`src/rtl/seg7_pkg.sv`:
```
// seg7_pkg: glyph table, state encoding and glyph lookup shared by the seven-segment display
// Contents: GLYPH_0..GLYPH_F, BLANK, DASH, ST_* state constants, state_t enum, glyph()
package seg7_pkg;
   localparam logic [6:0] GLYPH_0 = 7'b0000001;
   localparam logic [6:0] GLYPH_1 = 7'b1001111;
   localparam logic [6:0] GLYPH_2 = 7'b0010010;
   localparam logic [6:0] GLYPH_3 = 7'b0000110;
   localparam logic [6:0] GLYPH_4 = 7'b1001100;
   localparam logic [6:0] GLYPH_5 = 7'b0100100;
   localparam logic [6:0] GLYPH_6 = 7'b0100000;
   localparam logic [6:0] GLYPH_7 = 7'b0001111;
   localparam logic [6:0] GLYPH_8 = 7'b0000000;
   localparam logic [6:0] GLYPH_9 = 7'b0000100;
   localparam logic [6:0] GLYPH_A = 7'b0001000;
   localparam logic [6:0] GLYPH_B = 7'b1100000;
   localparam logic [6:0] GLYPH_C = 7'b0110001;
   localparam logic [6:0] GLYPH_D = 7'b1000010;
   localparam logic [6:0] GLYPH_E = 7'b0110000;
   localparam logic [6:0] GLYPH_F = 7'b0111000;
   localparam logic [6:0] BLANK   = 7'b1111111;
   localparam logic [6:0] DASH    = 7'b1111110;
   localparam logic [15:0][6:0] GLYPHS = {GLYPH_F, GLYPH_E, GLYPH_D, GLYPH_C, GLYPH_B, GLYPH_A, GLYPH_9, GLYPH_8,
                                          GLYPH_7, GLYPH_6, GLYPH_5, GLYPH_4, GLYPH_3, GLYPH_2, GLYPH_1, GLYPH_0};
   localparam logic [1:0] ST_IDLE   = 2'd0;
   localparam logic [1:0] ST_CONV   = 2'd1;
   localparam logic [1:0] ST_COMMIT = 2'd2;
   typedef enum logic [1:0] {IDLE = ST_IDLE, CONV = ST_CONV, COMMIT = ST_COMMIT} state_t;
   function automatic logic [6:0] glyph(input logic [3:0] d);
      return GLYPHS[d];
   endfunction
endpackage

```
`src/rtl/seg7_bin2bcd.sv`:
```
// seg7_bin2bcd: sequential double-dabble converter, one input bit per clock
// Ports: clk, reset_n (async, active-low); start loads value and begins WIDTH shift cycles;
//        bcd holds DIGITS packed BCD digits; overflow is set when value >= 10^DIGITS;
//        done is high during the cycle that performs the final shift.
module seg7_bin2bcd #(
   parameter int WIDTH  = 14,
   parameter int DIGITS = 4
) (
   input  logic                clk,
   input  logic                reset_n,
   input  logic                start,
   input  logic [WIDTH-1:0]    value,
   output logic [4*DIGITS-1:0] bcd,
   output logic                overflow,
   output logic                done
);
   localparam int NW = 4*DIGITS;
   localparam int CW = $clog2(WIDTH+1);
   logic [WIDTH-1:0] bin;
   logic [CW-1:0]    cnt;
   logic [NW-1:0]    adj;
   for (genvar d = 0; d < DIGITS; d++) begin : g_adj
      assign adj[4*d +: 4] = (bcd[4*d +: 4] > 4'd4) ? bcd[4*d +: 4] + 4'd3 : bcd[4*d +: 4];
   end
   assign done = cnt == CW'(1);
   // A bit leaving the top digit means the partial value already reached 10^DIGITS;
   // the partial value only grows, so the flag is sticky until the next start.
   always_ff @(posedge clk or negedge reset_n)
      if (!reset_n) begin
         bin      <= '0;
         bcd      <= '0;
         overflow <= 1'b0;
         cnt      <= '0;
      end else if (start) begin
         bin      <= value;
         bcd      <= '0;
         overflow <= 1'b0;
         cnt      <= CW'(WIDTH);
      end else if (cnt != '0) begin
         bin      <= bin << 1;
         bcd      <= {adj[NW-2:0], bin[WIDTH-1]};
         overflow <= overflow | adj[NW-1];
         cnt      <= cnt - CW'(1);
      end
endmodule

```
`src/rtl/seg7_scan_display.sv`:
```
// seg7_scan_display: converts a binary value to decimal/hex glyphs and time-multiplexes them onto a 7-segment display
// Ports: clk, reset_n (async, active-low); value/mode captured on load while idle (mode 0 = dec, 1 = hex);
//        busy high during conversion and commit; overflow reflects the last committed value;
//        seg active-low segments (bit6 = a .. bit0 = g); dig_an one-hot-low digit enables, bit0 = LSD.
module seg7_scan_display
   import seg7_pkg::*;
#(
   parameter int DIGITS   = 4,
   parameter int WIDTH    = 14,
   parameter int SCAN_DIV = 1000
) (
   input  logic              clk,
   input  logic              reset_n,
   input  logic [WIDTH-1:0]  value,
   input  logic              load,
   input  logic              mode,
   output logic              busy,
   output logic              overflow,
   output logic [6:0]        seg,
   output logic [DIGITS-1:0] dig_an
);
   localparam int NW = 4*DIGITS;
   localparam int EW = WIDTH > NW ? WIDTH : NW;
   localparam int PW = $clog2(SCAN_DIV);
   localparam int IW = DIGITS > 1 ? $clog2(DIGITS) : 1;
   state_t                 state;
   logic [WIDTH-1:0]       cap_value;
   logic                   cap_mode;
   logic [EW-1:0]          cap_ext;
   logic [NW-1:0]          nib_q;
   logic [NW-1:0]          bcd;
   logic [NW-1:0]          digits_sel;
   logic                   nov_q;
   logic                   bcd_ovf;
   logic                   bcd_done;
   logic                   ovf_sel;
   logic                   live;
   logic [DIGITS-1:0][6:0] disp_q;
   logic [DIGITS-1:0][6:0] disp_next;
   logic [PW-1:0]          presc;
   logic [IW-1:0]          idx;
   assign busy    = state != IDLE;
   assign cap_ext = EW'(cap_value);
   seg7_bin2bcd #(.WIDTH(WIDTH), .DIGITS(DIGITS)) u_bin2bcd (
      .clk      (clk),
      .reset_n  (reset_n),
      .start    (state == IDLE && load && !mode),
      .value    (value),
      .bcd      (bcd),
      .overflow (bcd_ovf),
      .done     (bcd_done)
   );
   assign digits_sel = cap_mode ? nib_q : bcd;
   assign ovf_sel    = cap_mode ? nov_q : bcd_ovf;
   // A digit above position 0 blanks when it and every digit above it are zero.
   for (genvar d = 0; d < DIGITS; d++) begin : g_disp
      if (d == 0) begin : g_lsd
         assign disp_next[d] = ovf_sel ? DASH : glyph(digits_sel[3:0]);
      end else begin : g_upper
         assign disp_next[d] = ovf_sel ? DASH
                             : (digits_sel[NW-1:4*d] == '0) ? BLANK : glyph(digits_sel[4*d +: 4]);
      end
   end
   always_ff @(posedge clk or negedge reset_n)
      if (!reset_n) begin
         state     <= IDLE;
         cap_value <= '0;
         cap_mode  <= 1'b0;
         nib_q     <= '0;
         nov_q     <= 1'b0;
         disp_q    <= {DIGITS{BLANK}};
         overflow  <= 1'b0;
         live      <= 1'b0;
      end else begin
         case (state)
            IDLE:
               if (load) begin
                  cap_value <= value;
                  cap_mode  <= mode;
                  state     <= CONV;
               end
            CONV:
               if (cap_mode) begin
                  nib_q <= cap_ext[NW-1:0];
                  nov_q <= |(cap_ext >> NW);
                  state <= COMMIT;
               end else if (bcd_done) begin
                  state <= COMMIT;
               end
            COMMIT: begin
               disp_q   <= disp_next;
               overflow <= ovf_sel;
               live     <= 1'b1;
               state    <= IDLE;
            end
            default: state <= IDLE;
         endcase
      end
   // Digit enables stay dark until something has been committed.
   always_ff @(posedge clk or negedge reset_n)
      if (!reset_n) begin
         presc  <= '0;
         idx    <= '0;
         seg    <= BLANK;
         dig_an <= '1;
      end else begin
         presc  <= (presc == PW'(SCAN_DIV-1)) ? '0 : presc + PW'(1);
         idx    <= (presc != PW'(SCAN_DIV-1)) ? idx : (idx == IW'(DIGITS-1)) ? '0 : idx + IW'(1);
         seg    <= disp_q[idx];
         dig_an <= live ? ~(DIGITS'(1) << idx) : '1;
      end
endmodule

```
`config.mk`:
```
export PLATFORM = sky130hd
export DESIGN_NAME = seg7_scan_display
export DESIGN_NICKNAME = d
export VERILOG_FILES = /design/src/rtl/seg7_pkg.sv /design/src/rtl/seg7_bin2bcd.sv /design/src/rtl/seg7_scan_display.sv
export SDC_FILE = /design/constraint.sdc
export NUM_CORES = 1
export LEC_CHECK = 0
export ABC_AREA = 1
export BUFFER_PORTS_ARGS = -buffer_cell sky130_fd_sc_hd__buf_2
export CORE_MARGIN = 5
export CORE_UTILIZATION = 62
export CTS_CLUSTER_SIZE = 30
export DETAILED_ROUTE_END_ITERATION = 10
export PLACE_DENSITY = 0.9
export RECOVER_POWER = 100
export SLEW_MARGIN = 20
export SYNTH_ARGS = -nofsm -noshare
export SYNTH_HDL_FRONTEND = slang
export SYNTH_SLANG_ARGS = --single-unit
```
`constraint.sdc`:
```
create_clock -name clk -period 2.7 [get_ports clk]
set_input_delay 0.405 -clock clk [delete_from_list [all_inputs] [get_ports clk]]
set_output_delay 0.405 -clock clk [all_outputs]
set_load 0.02 [all_outputs]
```
==> results_dict.tcl <==
set metrics [dict create \
    maxCapViolCount 1 \
    syn_nets 866 \
    worstRegToRegCells 10 \
    slew_headroom_pct -0.617 \
    cts_resized 0 \
    rows 37 \
    min_period_ns 2.20 \
    groute.layer.met2.usage_pct 39.2 \
    drt_first_pass_iters 5 \
    ir_worst_vdd_mv 0.773 \
    worst_slew_pin_slew_ns 1.51 \
    r2r_slack_ns 0.50 \
    ys_seq_area_share_pct 46.7 \
    drtIter0Drc 452 \
    grt_pass1_vias 5329 \
    clock_skew_ns 0.00567 \
    synth_compound_area_share_pct 12.8 \
    num-fill-cells 754 \
    io_buffers 30 \
    hold_class "input pin to register" \
    cp.arrival_ns 2.65 \
    worstPathRequired_ns 3.14 \
    slowest_stage "nand2_1" \
    drt_wl_total_mm 14.6 \
    synth_edf_count 0 \
    worstHoldStart "value[4]" \
    yosys.area_share.adder_pct 7.53 \
    grt_max_degree 60 \
    clock_latency_ns 0.53 \
    cts_root_buf "clkbuf_8" \
    met3_usage_pct 5.07 \
    r2r-start "state[1]" \
    synth.distinct_cells 37 \
    n_antenna_cell 0 \
    crit_fanout 22 \
    clkSinkCount 119 \
    hold_path_depth 3 \
    synth_ff_type "dfrtp_1" \
    dp.final_hpwl_mm 9.83 \
    synth.ff_latch_count 119 \
    syn_area_um2 6480 \
    grt_util_all_layers_pct 24.5 \
    route.detailed.drc 0 \
    muxShareOfSynthArea_pct 0.869 \
    synthCells 809 \
    whs_endpoint "cap_value[4]" \
    grt_busiest_layer "met2" \
    synth_xor_area_share_pct 0.811 \
    drv_slew 58 \
    cp_common_cell "nand2_1" \
    period_share_pct 81.6 \
    postRouteAntennaNets 0 \
    core_um2 10300 \
    wire_per_inst_um 14.7 \
    rsz0062_at_grt "no" \
    setup_violations 0 \
    clk_pin_slew_ns 0.06 \
    path_class "register to register" \
    grt_pass1_wl_mm 25.1 \
    routed_via_density 5.52 \
    cp-end-kind "register" \
    crit_chain "inv_1, nand2_1, nor2_1, nand2_1, buf_4, nand2_1, nand2_1, inv_2, nand3_1, o21ai_0" \
    post_route_cells_drive_above_1_share_pct 14.3 \
    cpPeakStageDelay_ns 0.45 \
    dieArea_um2 12600 \
    syn2layout_area_growth_pct 14.1 \
    die_h_um 112 \
    cellLeakagePower_nw 3.64 \
    vias 5504 \
    grt_remaining_overflow 0 \
    setup_tns_ns 0 \
    synth_top_family_by_area "simple AND/OR/NAND/NOR gates" \
    cts_buffers 17 \
    critPathBufInv 3 \
    synthArstFlopShare_pct 100 \
    gr-usage-met1_pct 32.5 \
    antenna_found_initial 0 \
    status "complete, but fails checks" \
    io_pins 31 \
    nNetsFinal 905 \
    start_kind "register" \
    dieWidth_um 112 \
    cts_buffer_depth 2 \
    fmax_mhz 454 \
    place.gp.congestion 0.910 \
    initial_core_util_pct 63.1 \
    powerDensity_nw_per_um2 1350 \
    reg2reg_to "u_bin2bcd.bcd[11]" \
    synth_warnings 0 \
    htreeDepth 4 \
    finalPower_mw 9.98 \
    cp_top_family "simple AND/OR/NAND/NOR gates" \
    syn_area_per_cell_um2 8.01 \
    cts_tree "done" \
    synth-simple-area-share_pct 24.2 \
    hold_viol 0 \
    violations "capacitance limit, slew limit" \
]
[layout by cell type (no fill, tap or decap), drive strengths merged]
cell type    instances
nor3                 4
dlygate4sd3          1
o211ai               5
dfstp               39
xnor2                1
nand2              207
clkinv               4
nor2               101
xor2                 5
o21a                 1
ha                  39
nand4                1
inv                 91
a31oi                7
or2                  7
a21oi               27
buf                 26
o22ai               21
clkbuf              39
o31ai                5
nand3b               4
nor3b                1
nand3               52
o21ai               82
dfrtp               80
a22oi                1
clkinvlp             1
bufinv               4
mux2                 5
[worst register-to-register path: cells and delay by family, from the launching register on]
family          cells  cell delay, ns
simple gates        6            1.01
buf+inv             3            0.61
flops               1            0.39
compound gates      1            0.10
[metal layers]
layer / vias up / wire length, µm
met5: - / 0
met4: 0 / 388
met3: 34 / 837
met2: 183 / 7000
met1: 2592 / 6400
li1: 2695 / -
[timing repair]
item	CTS	global route
hold buffers	1	0
endpoints found under the hold margin	22	0
setup buffers	0	0
[state kept, by name (all words and copies together) (netlist names)]
name	cells
u_bin2bcd.overflow	1
seg	7
disp_q	28
cap_value	14
overflow	1
nib_q	14
presc	10
dig_an	4
u_bin2bcd.bcd	16
u_bin2bcd.cnt	4
cap_mode	1
u_bin2bcd.bin	14
idx	2
state	2
live	1
[metrics by stage]
stage	std cells	worst slack (ns)	utilization, %	hold slack, ns	cell area (µm²)
after global placement	964	0.739	66.2	0.447	6800
after global routing	997	0.236	72.0	0.101	7400
after detailed placement	964	0.639	66.2	0.453	6800
final	997	0.498	72.0	0.0992	7400
after floorplan	809	0.738	-	0.109	6480
after CTS	997	0.612	72.4	0.0835	7440
[synthesized netlist by cell type (all sizes together) (4+ instances only)]
cell type  number  area, µm²
a21oi          27        135
a31oi           7       43.8
buf            10       67.6
clkbuf         12       45.0
dfrtp          80       2000
dfstp          39       1020
ha             39        488
inv            91        342
mux2            5       56.3
nand2         207        802
nand3          52        260
nand3b          4       30.0
nor2          101        402
nor3            4       20.0
o211ai          5       37.5
o21ai          82        429
o22ai          21        131
o31ai           5       37.5
or2             7       43.8
xor2            5       43.8
[where the power goes]
part / switching (mW) / internal, mW
clock: 0.768 / 1.59
combinational: 2.93 / 1.51
sequential: 0.468 / 2.71
total: 4.16 / 5.82
[kinds of logic after synthesis]
family | count (synthesis)
simple gates | 377
compound gates | 149
flops | 119
buf+inv | 114
fa+ha+maj | 39
xor+xnor | 6
mux | 5
[area by class of cell]
class	count	area [µm²]	area share, %
flip-flops and latches	119	3030	40.9
multi-input cells	576	2980	40.3
clock buffers	24	480	6.50
inverters	92	345	4.67
repair buffers	42	248	3.35
well taps	136	170	2.30
clock inverters	8	143	1.93
[worst max-delay path by stage]
stage	start	endpoint	cells past startpoint
floorplan	cap_mode	disp_q[4]	10
global placement	cap_mode	disp_q[4]	9
detailed placement	cap_mode	disp_q[4]	9
CTS	cap_mode	disp_q[4]	9
global route	cap_mode	disp_q[12]	9
finish	state[1]	u_bin2bcd.bcd[11]	10
(Power assumes the default switching activity.)
